--- src/rtl/divider_sequential.sv ---
`default_nettype none
// ============================================================================
//  Module   : divider_sequential
//  Purpose  : Unsigned restoring shift-subtract divider. One quotient bit is
//             resolved per clock, MSB first, so a division takes
//             DIVIDEND_WIDTH cycles in RUN followed by a one-cycle DONE.
//
//  Ports    : clk            - single clock, rising edge
//             rst_n          - asynchronous active-low reset
//             start          - request a division (accepted in IDLE/DONE)
//             dividend       - unsigned dividend, latched on acceptance
//             divisor        - unsigned divisor, latched on acceptance
//             busy           - high while the iteration is running
//             done           - one-cycle pulse when results become valid
//             quotient       - unsigned quotient, held between operations
//             remainder      - unsigned remainder, held between operations
//             divide_by_zero - last accepted operation had divisor == 0
//
//  Options  : DIVIDER_ZERO_CHECK_EN - when defined, a zero divisor bypasses
//             the iteration, reports quotient all ones / remainder 0 and
//             raises divide_by_zero. When undefined, divide_by_zero is tied
//             low and a zero divisor runs the normal algorithm.
//
//  Revision : 1.0 - initial release
// ============================================================================
module divider_sequential #(
  parameter int DIVIDEND_WIDTH = 4,
  parameter int DIVISOR_WIDTH  = 2
) (
  input  logic                      clk,
  input  logic                      rst_n,
  input  logic                      start,
  input  logic [DIVIDEND_WIDTH-1:0] dividend,
  input  logic [DIVISOR_WIDTH-1:0]  divisor,
  output logic                      busy,
  output logic                      done,
  output logic [DIVIDEND_WIDTH-1:0] quotient,
  output logic [DIVISOR_WIDTH-1:0]  remainder,
  output logic                      divide_by_zero
);

  localparam int C_CNT_W = $clog2(DIVIDEND_WIDTH + 1);

  typedef enum logic [1:0] {
    S_IDLE = 2'd0,
    S_RUN  = 2'd1,
    S_DONE = 2'd2
  } state_t;

  state_t                      r_state;
  state_t                      w_state_next;

  // Dividend shift register: dividend bits leave at the MSB while quotient
  // bits enter at the LSB, so after the last iteration it holds the quotient.
  logic [DIVIDEND_WIDTH-1:0]   r_dvd;
  logic [DIVISOR_WIDTH-1:0]    r_divisor;
  logic [DIVISOR_WIDTH:0]      r_rem;
  logic [C_CNT_W-1:0]          r_count;
  logic [DIVIDEND_WIDTH-1:0]   r_quotient;
  logic [DIVISOR_WIDTH-1:0]    r_remainder;

  logic                        w_accept;
  logic                        w_last;
  logic                        w_zero_op;
  logic                        w_skip;
  logic [DIVISOR_WIDTH+1:0]    w_shift;
  logic                        w_qbit;
  logic [DIVISOR_WIDTH:0]      w_diff;
  logic [DIVISOR_WIDTH:0]      w_rem_next;

`ifdef DIVIDER_ZERO_CHECK_EN
  // r_zero marks a bypassed zero-divisor operation: it spends a single
  // cycle in RUN with busy suppressed, then reports the fixed result.
  logic r_zero;
  logic r_dbz;

  assign w_zero_op      = (divisor == '0);
  assign w_skip         = r_zero;
  assign divide_by_zero = r_dbz;
`else
  assign w_zero_op      = 1'b0;
  assign w_skip         = 1'b0;
  assign divide_by_zero = 1'b0;
`endif

  // One iteration: bring in the next dividend bit, trial-subtract, restore
  // on a negative result. The full previous remainder takes part in the
  // compare so that no bit of it is silently discarded.
  assign w_shift    = {r_rem, r_dvd[DIVIDEND_WIDTH-1]};
  assign w_qbit     = (w_shift >= {2'b00, r_divisor});
  assign w_diff     = w_shift[DIVISOR_WIDTH:0] - {1'b0, r_divisor};
  assign w_rem_next = w_qbit ? w_diff : w_shift[DIVISOR_WIDTH:0];
  assign w_last     = (r_count == C_CNT_W'(1));

  assign quotient   = r_quotient;
  assign remainder  = r_remainder;

  // --------------------------------------------------------------------------
  // State register
  // --------------------------------------------------------------------------
  always_ff @(posedge clk or negedge rst_n) begin
    if (!rst_n) begin
      r_state <= S_IDLE;
    end else begin
      r_state <= w_state_next;
    end
  end

  // --------------------------------------------------------------------------
  // Next-state and status outputs
  // --------------------------------------------------------------------------
  always_comb begin
    w_state_next = r_state;
    w_accept     = 1'b0;
    busy         = 1'b0;
    done         = 1'b0;
    case (r_state)
      S_IDLE: begin
        if (start) begin
          w_accept     = 1'b1;
          w_state_next = S_RUN;
        end
      end
      S_RUN: begin
        busy = !w_skip;
        if (w_last) begin
          w_state_next = S_DONE;
        end
      end
      S_DONE: begin
        done = 1'b1;
        if (start) begin
          w_accept     = 1'b1;
          w_state_next = S_RUN;
        end else begin
          w_state_next = S_IDLE;
        end
      end
      default: begin
        w_state_next = S_IDLE;
      end
    endcase
  end

  // --------------------------------------------------------------------------
  // Datapath. Visible results are written only on the final iteration edge,
  // i.e. exactly on entry to DONE.
  // --------------------------------------------------------------------------
  always_ff @(posedge clk or negedge rst_n) begin
    if (!rst_n) begin
      r_dvd       <= '0;
      r_divisor   <= '0;
      r_rem       <= '0;
      r_count     <= '0;
      r_quotient  <= '0;
      r_remainder <= '0;
`ifdef DIVIDER_ZERO_CHECK_EN
      r_zero      <= 1'b0;
      r_dbz       <= 1'b0;
`endif
    end else if (w_accept) begin
      r_dvd     <= dividend;
      r_divisor <= divisor;
      r_rem     <= '0;
      r_count   <= w_zero_op ? C_CNT_W'(1) : C_CNT_W'(DIVIDEND_WIDTH);
`ifdef DIVIDER_ZERO_CHECK_EN
      r_zero    <= w_zero_op;
`endif
    end else if (r_state == S_RUN) begin
      r_dvd   <= {r_dvd[DIVIDEND_WIDTH-2:0], w_qbit};
      r_rem   <= w_rem_next;
      r_count <= r_count - C_CNT_W'(1);
      if (w_last) begin
`ifdef DIVIDER_ZERO_CHECK_EN
        if (r_zero) begin
          r_quotient  <= '1;
          r_remainder <= '0;
          r_dbz       <= 1'b1;
        end else begin
          r_quotient  <= {r_dvd[DIVIDEND_WIDTH-2:0], w_qbit};
          r_remainder <= w_rem_next[DIVISOR_WIDTH-1:0];
          r_dbz       <= 1'b0;
        end
`else
        r_quotient  <= {r_dvd[DIVIDEND_WIDTH-2:0], w_qbit};
        r_remainder <= w_rem_next[DIVISOR_WIDTH-1:0];
`endif
      end
    end
  end

endmodule
`default_nettype wire

--- config.mk ---
export PLATFORM = sky130hd
export DESIGN_NAME = divider_sequential
export DESIGN_NICKNAME = d
export VERILOG_FILES = /design/src/rtl/divider_sequential.sv
export SDC_FILE = /design/constraint.sdc
export NUM_CORES = 1
export LEC_CHECK = 0
export CORE_MARGIN = 1.5
export CORE_UTILIZATION = 35
export DETAILED_ROUTE_END_ITERATION = 8
export PLACE_DENSITY_LB_ADDON = 0.05
export SLEW_MARGIN = 25
export SYNTH_ARGS = -nofsm -noshare
export SYNTH_HDL_FRONTEND = slang
export SYNTH_SLANG_ARGS = --single-unit
--- constraint.sdc ---
create_clock -name clk -period 2.6 [get_ports clk]
set_input_delay 0.52 -clock clk [delete_from_list [all_inputs] [get_ports clk]]
set_output_delay 0.52 -clock clk [all_outputs]
set_load 0.005 [all_outputs]
==> qor.csv <==
stage;metric;value;unit
run_status;status;complete, no violations;
clock_network;Post-CTS Setup Repair Bufs;0;
final_layout;share of cells above drive strength 1;11.43;%
clock_network;number of buffers created by CTS;3;
logic_synthesis;Distinct cells, synth;27;
clock_network;clk root buf;clkbuf_4;
die;Initial Utilization;37.45;%
setup_path;kind of critical path;register to register;
final_layout;fillers;250;
sta;Final period util;85.59;%
clock_network;Sink Count;20;
power_and_ir_drop;leakage power;0.0005196;µW
logic_synthesis;Post-Synthesis Cells;85;
min_path;Worst Hold Launch;r_count[1];
die;num ports;18;
logic_synthesis;Ys Warns;0;
min_path;worst hold stages;1;
final_layout;Nets;120;
routing;via count;684;
logic_synthesis;Mapped Nets;99;
die;DIE AREA;0.003020;mm²
min_path;HP Class;register to register;
grt;global-route wire length before repair;3029;µm
setup_path;Worst path top cell family by delay;compound AO/OA/AOI/OAI gates;
power_and_ir_drop;Design Power;1553;µW
logic_synthesis;Post-synth EDFFs;0;
sta;total negative setup slack;0;ns
setup_path;R2R Setup Slk;0.37;ns
clock_network;clock tree buffer depth;2;
clock_network;hold_buf cts;0;
grt;Global Route Usage Sum;14.93;%
sta;Max Clk Rate;449.4;MHz
logic_synthesis;Synth Cell Area;944.7;µm²
routing;DR iter-0 viols;13;
sta;Pins Over Slew Limit;0;
setup_path;CP max-delay cell;a2111oi_4;
setup_path;CP max FO;4;
final_layout;Finished Core Util;47.77;%
setup_path;Reg2Reg Capture Point;r_rem[1];
setup_path;reg2reg start;r_dvd[3];
final_layout;P&R area growth vs syn;27.55;%
sta;setup violators final;0;
sta;Worst Skew;0.01061;ns
sta;RSZ-0062 raised after global routing;no;
logic_synthesis;asr flop ratio synth;100.0;%
routing;vias per std cell;5.067;
routing;# DRC;0;
setup_path;cells along the critical path;inv_1, ha_1, inv_1, fa_1, a2111oi_4, mux2i_1, o2bb2ai_1;
logic_synthesis;Yosys reg bits;20;
setup_path;Worst EP arrival;2.42;ns
clock_network;Resize count post-CTS;0;
routing;Final ANT Viol Nets;0;
clock_network;CTS tree;built;
grt;GRT Residual Overflow;0;
routing;final wirelength;1850;µm
clock_network;clk_lat worst skew;0.31;ns
clock_network;H-tree levels;1;
grt;vias in the first global route;673;
placement;gpl congestion;0.7349;
setup_path;Startpoint Class;register;
setup_path;Worst EP required;2.79;ns
setup_path;Crit. End Element;register;
clock_network;Reg clk slew, reported paths;0.12;ns
sta;final hold violation count;0;
setup_path;most frequent CP cell;inv_1;
logic_synthesis;syn_area_per_cell;11.11;µm²
grt;initial antenna violation count;0;
final_layout;Antenna diodes;0;
die;die height;54.95;µm
placement;# port buffers;16;
min_path;WHS Endpoint;r_count[1];
logic_synthesis;Seq/Total Area, Yosys;52.98;%
setup_path;CP peak stage delay;0.51;ns
power_and_ir_drop;pwr/cell area;1289;mW/mm²
grt;largest net degree at the start of global routing;21;
power_and_ir_drop;maximum VDD drop;651.0;µV
die;Core Footprint;0.002522;mm²
die;chip width;54.95;µm
logic_synthesis;main flop type after synthesis;dfrtp_1;
placement;Final HPWL DP;1329;µm
job;max-cap violations;0;
die;row cnt;18;
setup_path;path depth of the worst reg2reg path;7;
routing;first drt pass iteration count;4;
sta;min Tclk post-route;2.225;ns
setup_path;Buf+Inv Stages, Crit Path;2;
routing;routed wire length per instance;13.70;µm
flip-flops by register name (all words and copies together), names as in the netlist:
signal and count:
quotient 4, r_dvd 4, r_count 3, r_rem 3, r_divisor 2, r_state 2, remainder 2
where the power goes:
group / internal [µW] / total [µW] / leakage [µW] / switching (µW)
Combinational: 370 / 719 / 0.000264 / 349
Clock: 156 / 258 / 0.0000279 / 102
Sequential: 460 / 577 / 0.000228 / 116
cells by family (layout without fill, tap and decap cells):
kind of cell               count (synthesis)  in the layout  share of synthesized area [%]
AOI/OAI and AO/OA                         18             18                          15.50
DFF                                       20             20                          52.98
other                                      1              1                         0.3970
buffers and inverters                     11             31                          4.901
muxes                                      5              5                          5.695
xor gates and xnor gates                   1              1                         0.9273
adders and majority gates                  5              5                          7.418
and+or+nand+nor                           24             24                          12.19
per-layer routing:
| metal | track usage, % | wire length, µm | vias up |
|---|---|---|---|
| met2 | 23.02 | 780 | 20 |
| met4 | 4.878 | 23 | 0 |
| li1 | - | - | 332 |
| met5 | 0 | 0 | - |
| met1 | 19.15 | 915 | 328 |
| met3 | 5.914 | 131 | 4 |
worst max path at each step:
stage,slack [ns],from,endpoint,cells past startpoint
2_1_floorplan,0.69,r_dvd[3],r_rem[1],7
3_3_place_gp,0.41,r_dvd[3],r_rem[1],7
3_5_place_dp,0.40,r_dvd[3],r_rem[1],7
4_1_cts,0.37,r_dvd[3],r_rem[1],7
5_1_grt,0.21,r_dvd[3],r_rem[1],7
6_report,0.37,r_dvd[3],r_rem[1],7
cells in the mapped netlist (2+ instances only):
cell type,number,area (µm²)
mux2_2,3,33.78
a221o_1,2,20.02
ha_1,4,50.05
nand2b_1,2,12.51
a31oi_1,2,12.51
nor2_1,6,22.52
mux2i_1,2,20.02
clkbuf_1,2,7.510
inv_1,7,26.28
nand2_1,8,30.03
o21ai_0,4,20.02
a21oi_1,3,15.01
dfrtp_1,20,500.5
o41ai_1,2,17.52
o2bb2ai_1,3,26.28
nor2b_1,3,18.77
nor3_1,2,10.01
cells in the final DEF (no fill, tap or decap):
cell type        instances
a2111oi_4                1
a21o_1                   1
a21oi_1                  3
a221o_1                  2
a31oi_1                  2
and3_1                   1
buf_4                    4
bufinv_16                1
clkbuf_4                 3
clkdlybuf4s50_1         16
conb_1                   1
dfrtp_1                 20
fa_1                     1
ha_1                     4
inv_1                    7
mux2_2                   3
mux2i_1                  2
nand2_1                  8
nand2b_1                 2
nand3_1                  1
nor2_1                   6
nor2b_1                  3
nor3_1                   2
nor4bb_1                 1
o21ai_0                  4
o2bb2ai_1                3
o41ai_1                  2
xor2_1                   1
stage by stage:
step,setup WS [ns],hold WS [ns],instance area (µm²),cells
3_5_place_dp,0.3987,0.4770,1152,131
5_1_grt,0.2131,0.5393,1205,135
3_3_place_gp,0.4087,0.4780,1152,131
6_report,0.3748,0.4964,1205,135
2_1_floorplan,0.6866,0.2244,944.7,85
4_1_cts,0.3679,0.5035,1205,135
area by class of cell:
type / instances / area [µm²] / area share, %
well taps: 30 / 37.54 / 3.115
flip-flops and latches: 20 / 500.5 / 41.54
clock buffers: 3 / 22.52 / 1.869
clock inverters: 1 / 30.03 / 2.492
repair buffers: 20 / 190.2 / 15.78
multi-input cells: 54 / 397.9 / 33.02
inverters: 7 / 26.28 / 2.181
Note: power is estimated with default switching activity, not from simulation.
